===== src/rtl/poly_piano_pkg.sv =====
// Shared constants and helpers for the polyphonic piano core: note divisors, octave saturation
// and index/mix width helpers.
package poly_piano_pkg;

  localparam int NOTES = 12;

  // Octave-3 half-period divisors at 10 MHz, C3 first
  localparam logic [15:0] NOTE_DIV [NOTES] = '{
    16'd38223, 16'd36077, 16'd34052, 16'd32141, 16'd30337, 16'd28635,
    16'd27027, 16'd25510, 16'd24079, 16'd22727, 16'd21452, 16'd20248
  };

  function automatic logic [2:0] sat7(input logic [3:0] v);
    return (v > 4'd7) ? 3'd7 : v[2:0];
  endfunction

  function automatic int idx_w(input int n);
    return (n > 1) ? $clog2(n) : 1;
  endfunction

  function automatic int mix_w(input int n);
    return $clog2(n + 1);
  endfunction

endpackage


===== src/rtl/piano_voice.sv =====
// One square-wave voice: half-period counter with a latched divisor.
// load re-initialises with a new divisor; clr holds the voice silent.
module piano_voice #(
  parameter int DIV_W = 16
) (
  input  logic             clk,
  input  logic             rst,
  input  logic             load,
  input  logic             clr,
  input  logic [DIV_W-1:0] div,
  output logic             wave
);

  logic [DIV_W-1:0] div_q;
  logic [DIV_W-1:0] cnt;

  always_ff @(posedge clk) begin
    if (rst) begin
      div_q <= '0;
      cnt   <= '0;
      wave  <= 1'b0;
    end else if (load) begin
      div_q <= div;
      cnt   <= '0;
      wave  <= 1'b0;
    end else if (clr) begin
      cnt   <= '0;
      wave  <= 1'b0;
    end else if (cnt == div_q - DIV_W'(1)) begin
      cnt   <= '0;
      wave  <= ~wave;
    end else begin
      cnt   <= cnt + DIV_W'(1);
    end
  end

endmodule


===== src/rtl/poly_piano_core.sv =====
// Polyphonic piano core: rotating key scan allocates voices, voices are mixed into 1-bit PWM.
// Optional build macro VOICE_STEAL_EN: a new press with no free voice steals one round-robin.
module poly_piano_core
  import poly_piano_pkg::*;
#(
  parameter int NUM_KEYS   = 12,
  parameter int NUM_VOICES = 4,
  parameter int DIV_W      = 16
) (
  input  logic                  clk,
  input  logic                  rst,
  input  logic                  ena,
  input  logic [NUM_KEYS-1:0]   keys,
  input  logic [2:0]            octave,
  output logic                  audio_out,
  output logic [NUM_VOICES-1:0] voice_active,
  output logic                  all_busy,
  output logic                  dropped
);

  localparam int SW = idx_w(NUM_KEYS);
  localparam int VW = idx_w(NUM_VOICES);
  localparam int MW = mix_w(NUM_VOICES);

  logic [NUM_KEYS-1:0]   key_q, key_prev, req, req_nx;
  logic [SW-1:0]         scan_idx;
  logic [SW-1:0]         voice_key [NUM_VOICES];
  logic [NUM_VOICES-1:0] wave, load_v, clr_v, act_nx;
  logic [MW-1:0]         pwm_cnt, mix;

  logic          key_bit, req_eff, hit, have_free, rel, alloc, steal, drop, load_any;
  logic [VW-1:0] hit_v, free_v, tgt;
  logic [3:0]    oct_sum;
  logic [2:0]    new_oct;
  logic [15:0]   base, shifted;
  logic [DIV_W-1:0] new_div;
  int            k_i;

`ifdef VOICE_STEAL_EN
  logic [VW-1:0] steal_ptr;
`endif

  always_comb begin
    k_i     = int'(scan_idx);
    key_bit = key_q[scan_idx];
    req_eff = req[scan_idx] | (key_q[scan_idx] & ~key_prev[scan_idx]);

    hit   = 1'b0;
    hit_v = '0;
    for (int v = 0; v < NUM_VOICES; v++)
      if (voice_active[v] && voice_key[v] == scan_idx) begin
        hit   = 1'b1;
        hit_v = VW'(v);
      end

    have_free = ~&voice_active;
    free_v    = '0;
    for (int v = NUM_VOICES - 1; v >= 0; v--)
      if (!voice_active[v]) free_v = VW'(v);

    rel   = hit & ~key_bit;
    alloc = ~hit & key_bit & have_free;
`ifdef VOICE_STEAL_EN
    steal = ~hit & key_bit & req_eff & ~have_free;
    drop  = 1'b0;
    tgt   = alloc ? free_v : steal_ptr;
`else
    steal = 1'b0;
    drop  = ~hit & req_eff & ~have_free;
    tgt   = free_v;
`endif
    load_any = alloc | steal;

    // Keys 12..23 sit one octave above the table
    oct_sum = {1'b0, octave} + ((k_i >= NOTES) ? 4'd1 : 4'd0);
    new_oct = sat7(oct_sum);
    base    = NOTE_DIV[k_i % NOTES];
    shifted = base >> new_oct;
    new_div = (shifted < 16'd2) ? DIV_W'(2) : DIV_W'(shifted);

    load_v = '0;
    clr_v  = ~voice_active;
    act_nx = voice_active;
    if (rel) begin
      clr_v[hit_v]  = 1'b1;
      act_nx[hit_v] = 1'b0;
    end
    if (load_any) begin
      load_v[tgt] = 1'b1;
      act_nx[tgt] = 1'b1;
    end

    // Every outcome at a key's own slot consumes its pending press
    req_nx = (req | (key_q & ~key_prev)) & key_q;
    req_nx[scan_idx] = 1'b0;

    mix = '0;
    for (int v = 0; v < NUM_VOICES; v++)
      mix = mix + MW'(wave[v] & voice_active[v]);
  end

  for (genvar v = 0; v < NUM_VOICES; v++) begin : g_voice
    piano_voice #(.DIV_W(DIV_W)) u_voice (
      .clk  (clk),
      .rst  (rst),
      .load (load_v[v]),
      .clr  (clr_v[v]),
      .div  (new_div),
      .wave (wave[v])
    );
  end

  always_ff @(posedge clk) begin
    if (rst) begin
      key_q        <= '0;
      key_prev     <= '0;
      req          <= '0;
      scan_idx     <= '0;
      voice_active <= '0;
      all_busy     <= 1'b0;
      dropped      <= 1'b0;
      pwm_cnt      <= '0;
      audio_out    <= 1'b0;
      for (int v = 0; v < NUM_VOICES; v++) voice_key[v] <= '0;
`ifdef VOICE_STEAL_EN
      steal_ptr    <= '0;
`endif
    end else begin
      key_q        <= keys;
      key_prev     <= key_q;
      req          <= req_nx;
      scan_idx     <= (scan_idx == SW'(NUM_KEYS - 1)) ? '0 : scan_idx + SW'(1);
      voice_active <= act_nx;
      all_busy     <= &act_nx;
      dropped      <= drop;
      if (load_any) voice_key[tgt] <= scan_idx;
      pwm_cnt      <= (pwm_cnt == MW'(NUM_VOICES - 1)) ? '0 : pwm_cnt + MW'(1);
      audio_out    <= ena & (pwm_cnt < mix);
`ifdef VOICE_STEAL_EN
      if (steal) steal_ptr <= (steal_ptr == VW'(NUM_VOICES - 1)) ? '0 : steal_ptr + VW'(1);
`endif
    end
  end

endmodule

===== config.mk =====
export PLATFORM = sky130hd
export DESIGN_NAME = poly_piano_core
export DESIGN_NICKNAME = d
export VERILOG_FILES = /design/src/rtl/poly_piano_pkg.sv /design/src/rtl/piano_voice.sv /design/src/rtl/poly_piano_core.sv
export SDC_FILE = /design/constraint.sdc
export NUM_CORES = 1
export LEC_CHECK = 0
export CAP_MARGIN = 40
export CORE_ASPECT_RATIO = 0.5
export CORE_UTILIZATION = 45
export DETAILED_ROUTE_END_ITERATION = 8
export SETUP_SLACK_MARGIN = 0.3
export SLEW_MARGIN = 15
export SYNTH_ARGS = -nofsm -noshare
export SYNTH_HDL_FRONTEND = slang
export SYNTH_HIERARCHICAL = 1
export SYNTH_SLANG_ARGS = --single-unit

===== constraint.sdc =====
create_clock -name clk -period 4.2 [get_ports clk]
set_input_delay 0.84 -clock clk [delete_from_list [all_inputs] [get_ports clk]]
set_output_delay 0.84 -clock clk [all_outputs]
set_load 0.03 [all_outputs]

After elaboration in Yosys (flattened, before gate mapping)
Memory sizes are Yosys's and may differ from the RTL's.
Index checks and enable logic that the tools add are counted.
W data, S select, Z words.
{"block": "classes", "add_sub_neg": 14, "div": 1, "order_cmp": 11, "eq_ne": 10, "shift": 1, "mux": 40, "bitwise_logic": 31, "reduce_logical": 21}
{"cell": "$add A16 B1 Y16 const B", "n": 4}
{"cell": "$eq A16 B16 Y1", "n": 4}
{"cell": "$sub A16 B1 Y16 const B", "n": 4}
{"cell": "$mux W16", "n": 3}
{"cell": "$and A12 B12 Y12", "n": 3}
{"cell": "$ge A32 B5 Y1 const B", "n": 1}
{"cell": "$mod A5 B5 Y32 const B", "n": 1}
{"cell": "$not A32 Y32", "n": 1}
{"cell": "$not A12 Y12", "n": 2}
{"cell": "$mux W4", "n": 5}
{"cell": "$reduce_or A4 Y1", "n": 5}
{"cell": "$mux W1", "n": 18}
{"cell": "$eq A4 B4 Y1", "n": 4}
{"cell": "$lt A16 B2 Y1 const B", "n": 1}
{"cell": "$shr A16 B3 Y16", "n": 1}
{"cell": "$mux W2", "n": 7}
{"cell": "$bmux W1 S4", "n": 3}
{"cell": "$or A12 B12 Y12", "n": 1}
{"cell": "$reduce_or A3 Y1", "n": 4}
{"cell": "$and A1 B1 Y1", "n": 11}
{"cell": "$not A4 Y4", "n": 2}
{"cell": "$or A4 B4 Y4", "n": 2}
{"cell": "$reduce_and A4 Y1", "n": 2}
{"cell": "$logic_and A1 B1 Y1", "n": 7}
{"cell": "other kinds (23)", "n": 33}
{"block": "word_totals", "reg_bits": 182, "ram_bits": 16, "romBits": 256, "out_inout_bits": 7, "memories": 2}
{"memory": "(name not given)", "depth": 16, "width": 16, "rd": 1, "rd_ports_with_merged_regs": 0, "wr": 0, "line": "poly_piano_core.sv:77", "rtl": "base = NOTE_DIV[k_i % NOTES];"}
{"memory": "voice_key", "depth": 4, "width": 4, "rd": 4, "rd_ports_with_merged_regs": 0, "wr": 4, "line": "poly_piano_core.sv:27", "rtl": "logic [SW-1:0] voice_key [NUM_VOICES];"}

Depth between registers and ports, before layout
An unclocked memory read counts as a cell.
{"block": "depth", "depth_word": 16, "ltp_mapped": 15, "mapped_depth_nobuf": 11}

Cells and area by module
Netlist, hierarchy kept.
{"module": "piano_voice", "n_inst": 4, "cells_per_inst": 202, "area_per_inst_um2": 1824.2, "seq_area_each_um2": 660.6}
{"module": "poly_piano_core", "n_inst": 1, "cells_per_inst": 419, "area_per_inst_um2": 3847.4, "seq_area_each_um2": 1481.4}

Least setup slack after synthesis
Ideal clock, no wire load.
{"block": "synth_path", "path_kind": "register to register", "start": "register scan_idx[2]", "end": "register g_voice[0].u_voice.div_q[7]", "setup_time_ns": 0.128, "arrival_ns": 3.107, "slack_ns": 0.965, "path_stages_with_launch": 14, "path_buffers": 4, "period_less_slack_ns": 3.235, "cell_sequence": "dfxtp_1 buf_2 buf_1 clkbuf_1 nand2_1 inv_1 ha_1 ha_1 a31oi_1 clkbuf_1 mux2i_1 mux2i_1 mux2i_1 nor2_1"}
{"block": "synth_via", "elab_cells_between_ends": 31, "cone_classes": "add/sub (1); div (1); order compare (3); eq/ne (4); shift (1); mux (12); bitwise (4); reduce/logical (4); memory (1)"}
{"element": "start, declared", "line": "poly_piano_core.sv:26", "rtl": "logic [SW-1:0] scan_idx;"}
{"element": "start signal, assigned", "line": "poly_piano_core.sv:132", "rtl": "scan_idx <= (scan_idx == SW'(NUM_KEYS - 1)) ? '0 : scan_idx + SW'(1);"}
{"element": "$mod A5 B5 Y32 / $ge A4 B4 Y1 (equally long branches)", "line": "poly_piano_core.sv:77, poly_piano_core.sv:75"}
{"element": "$not A32 Y32 (implied by the code) / $mux W1 (equally long branches)", "line": "poly_piano_core.sv:77, poly_piano_core.sv:75"}
{"element": "$mem_v2 Z16 W16 / $add A3 B1 Y4 (equally long branches)"}
{"element": "$mux W16 (implied by the code) / $gt A4 B3 Y1 (equally long branches)", "line": "poly_piano_core.sv:77, poly_piano_pkg.sv:14"}
{"element": "$mux W16 (implied by the code) / $mux W3 (equally long branches)", "line": "poly_piano_core.sv:77, poly_piano_pkg.sv:14"}
{"element": "$shr A16 B3 Y16 *", "line": "poly_piano_core.sv:78", "rtl": "shifted = base >> new_oct;"}
{"element": "$lt A16 B2 Y1", "line": "poly_piano_core.sv:79", "rtl": "new_div = (shifted < 16'd2) ? DIV_W'(2) : DIV_W'(shifted);"}
{"element": "$mux W16 *", "line": "poly_piano_core.sv:79"}
{"element": "via new_div[7]", "line": "poly_piano_core.sv:36", "rtl": "logic [DIV_W-1:0] new_div;"}
{"element": "end signal, assigned", "line": "piano_voice.sv:23", "rtl": "div_q <= div;"}
{"element": "end, declared", "line": "piano_voice.sv:14", "rtl": "logic [DIV_W-1:0] div_q;"}
Mark *: on every way through the listed nets, which the timed path passes. The rest lies on a longest branch. The select of a mux whose other input is x is not followed.
A chain may end at the register's enable or synchronous reset.

Final worst setup path
{"block": "layout_path", "start": "register scan_idx[0]", "end": "register g_voice[1].u_voice.cnt[6]"}
{"block": "layout_via", "elab_cells_between_ends": 31, "cone_classes": "order compare (2); eq/ne (4); mux (13); bitwise (6); reduce/logical (6)"}
{"element": "$eq A4 B4 Y1", "line": "poly_piano_core.sv:51", "rtl": "if (voice_active[v] && voice_key[v] == scan_idx) begin"}
{"element": "$logic_and A1 B1 Y1", "line": "poly_piano_core.sv:51"}
{"element": "$mux W1 (4 in a row)", "line": "poly_piano_core.sv:51"}
{"element": "$not A1 Y1", "line": "poly_piano_core.sv:62", "rtl": "alloc = ~hit & key_bit & have_free;"}
{"element": "$and A1 B1 Y1 * (2 in a row)", "line": "poly_piano_core.sv:62"}
{"element": "$mux W4 *", "line": "poly_piano_core.sv:88", "rtl": "if (load_any) begin"}
{"element": "via load_v[1]", "line": "poly_piano_core.sv:28", "rtl": "logic [NUM_VOICES-1:0] wave, load_v, clr_v, act_nx;"}
{"element": "$reduce_or A4 Y1 (no source line) *"}
{"element": "end signal, assigned", "line": "piano_voice.sv:33", "rtl": "cnt <= cnt + DIV_W'(1);"}
{"element": "end, declared", "line": "piano_voice.sv:15", "rtl": "logic [DIV_W-1:0] cnt;"}
Marked as above.

==> run metrics <==
status completed; Num CTS Buffers 17; ys async rst share 0; Hold Path Class flip-flop to flip-flop; Synth top area share 0.327; Clk Latency, worst-skew pair 0.45 ns; clock power share 0.394; initial antenna violation count 0; critical path class flip-flop to flip-flop; GRT Util Overall 0.218; CP required about 4.6 ns; Peak supply drop between 300 and 400 uV; CTS Sinks 198; CTS tree built; Worst Tran Pin Value ~0.78 ns; Switch Pwr 0.00126 W; setup TNS 0 ns; die area about 25000 um^2; Max Cap Viol 0; Gate Count Post-Synth between 1000 and 1500; Period minus WS final roughly 3.3 ns; Post-CTS Hold Buffers 0; Pre-antenna DRT Iters 5; hold wc startpoint pwm_cnt[0]$_SDFF_PP0_; Tcrit/Tclk final 0.788; Longest Clk Path Bufs 2; post-synthesis simple-gate area fraction 0.241; share of synthesized area spent on multiplexers 0.0976; post-synthesis adder-cell area fraction 0.0265; Synth top cells by count dfxtp_1 (182), nor2_1 (122), nor3_1 (101), mux2i_1 (85), xnor2_1 (84); Critical R2R Launch scan_idx[0]$_SDFF_PP0_; crit path from scan_idx[0]$_SDFF_PP0_; Synth area leaders dfxtp_1 (33%), mux2i_1 (7.6%), xnor2_1 (6.6%); Synth Area in Compound Gates 0.0915; area leader, netlist dfxtp_1; Cell Rows 40; PostCTS Resize Cnt 0; crit end category flip-flop; flops & latches, synth around 200; gpl congestion between 0.8 and 0.9; Max Fclk roughly 300 MHz; Nets 1272; post-CTS setup buffers 0; CP Data Arrival Time roughly 3.7 ns; Power Density about 370 nW/um^2; Setup crit start kind flip-flop; vias per inst ~5.5; Final Slew Violations 0; drc violations 0; vias about 9000; Comb power frac 0.160; Cell Area, Synth ~11000 um^2; Final Hold Viols 0; hpwl dp 19.4 mm; Root Driver clkbuf_16; prevailing post-synth register cell dfxtp_1; die height ~110 um; first-pass GRT wire length around 44 mm; most frequent cell after synthesis dfxtp_1; Initial Util 0.462; main combinational cell family by area after synthesis simple AND/OR/NAND/NOR gates; largest net degree at the start of global routing 66; post-synthesis sequential area ratio 0.370; layout cells sized above 1 0.0924; H-tree Lvls 4; Leak roughly 4.5 nW; DR iter-0 viols about 750; ANT cells 0; EDFF count, synth 16; sequential share of power 0.446; Die X between 200 and 250 um; vias in the first global route around 8400; P_int ~0.0033 W; Layout area overhead 10.7%; total power roughly 0.0046 W; clock transition at the registers of the reported paths about 0.07 ns; antenna viol nets, final 0; Slew HR 0.479; # setup viols final 0; Netlist cell types 70; Sw Share 0.275; number of synthesis warnings 6; XOR/XNOR Fraction of Synth Area 0.129; wire per inst ~17 um; Port Buffer Count 24; syn_area_per_cell roughly 9.1 um^2; RSZ-0062 raised after global routing false; worst-path fanout max 18; Worst Skew about 0.01 ns; Post-Route WL 26.8 mm; core outline area roughly 24000 um^2; Syn Nets about 1300; grt total ovfl 0; # IOs 25; R2R setup slack roughly 0.9 ns
-- worst paths after layout --
check,depth (start not counted),to
setup / recovery,8,g_voice[1].u_voice/cnt[6]$_SDFF_PP0_
hold / removal,1,pwm_cnt[0]$_SDFF_PP0_
setup reg to reg,8,g_voice[1].u_voice/cnt[6]$_SDFF_PP0_
hold reg to reg,1,pwm_cnt[0]$_SDFF_PP0_
-- cell usage in the layout, fill, tap and decap left out, types with 5 or more instances in the layout --
cell type,netlist,routed
a21o_1,5,5
a21oi_1,34,34
a31oi_1,9,9
and2_1,18,18
and3_1,20,20
buf_4,1,22
clkbuf_16,0,18
clkdlybuf4s50_1,0,23
dfxtp_1,182,182
edfxtp_1,16,16
ha_1,22,22
inv_1,43,43
inv_6,0,5
mux2_2,5,5
mux2i_1,85,85
mux4_2,8,8
nand2_1,36,36
nand2b_1,10,10
nand3_1,47,47
nand3b_1,6,6
nand4_1,21,21
nor2_1,122,121
nor2b_1,29,28
nor3_1,101,101
nor3_2,12,12
nor3b_1,8,8
nor4_1,11,11
o211ai_1,11,11
o21ai_0,31,31
o21bai_1,5,5
o31ai_1,6,6
or3_1,8,8
or4_4,9,9
xnor2_1,84,84
xor2_1,80,80
-- worst max-delay path, stage by stage, from the launching register on --
cell and delay (ns):
dfxtp_1 0.83, inv_2 0.14, a22o_1 0.28, or4_4 0.52, and4_4 0.27, nand2_1 0.12, nor2_2 0.05, or3_1 0.71
nor3_1 0.31
-- per-layer routing --
layer  share of wire  wire [um]  global-route usage
met2            0.43      11600               0.332
met3           0.043       1150              0.0454
met4           0.013        345              0.0694
met1            0.51      13700               0.307
met5               0          0                   0
-- stage by stage --
stage	util	hold WS (ns)	std cells	setup slack, ns	cell area (um^2)
after CTS	0.510	0.490	1578	0.816	12300
after global routing	0.511	0.511	1580	0.649	12300
after global placement	0.482	0.449	1543	0.810	11600
after detailed placement	0.484	0.466	1546	0.757	11700
final	0.511	0.480	1580	0.890	12300
after floorplan	-	0.421	1227	0.965	11100
-- flip-flops by register name, indices dropped and copies added, names as in the netlist, 3 cells and up --
register               count
key_prev                  12
voice_active               4
g_voice.u_voice/cnt       64
pwm_cnt                    3
g_voice.u_voice/wave       4
scan_idx                   4
g_voice.u_voice/div_q     64
req                       12
key_q                     12
voice_key                 16
-- kinds of logic after synthesis --
logic type	after synthesis
AND/OR/NAND/NOR	485
flip-flops	198
XOR/XNOR	164
AO/OA/AOI/OAI	150
buffers and inverters	109
multiplexers	98
adder cells (fa/ha/maj)	23
-- final cells by class --
| class | instances | area (um^2) |
|---|---|---|
| multi-input combinational | 920 | 6530 |
| clock buffer | 19 | 454 |
| clock inverter | 13 | 191 |
| tap | 336 | 420 |
| fill | 2267 | 11800 |
| sequential | 198 | 4120 |
| timing repair buffer | 50 | 455 |
| inverter | 44 | 165 |
-- power by group through the flow --
stage               registers (W)  logic [W]  clock network, W
CTS                       0.00204   0.000725           0.00184
global route              0.00205   0.000802           0.00192
global placement          0.00208   0.000710                 0
floorplan                 0.00205   0.000560                 0
finish                    0.00204   0.000730           0.00180
detailed placement        0.00208   0.000721                 0
Note: power is estimated with default switching activity, not from simulation.
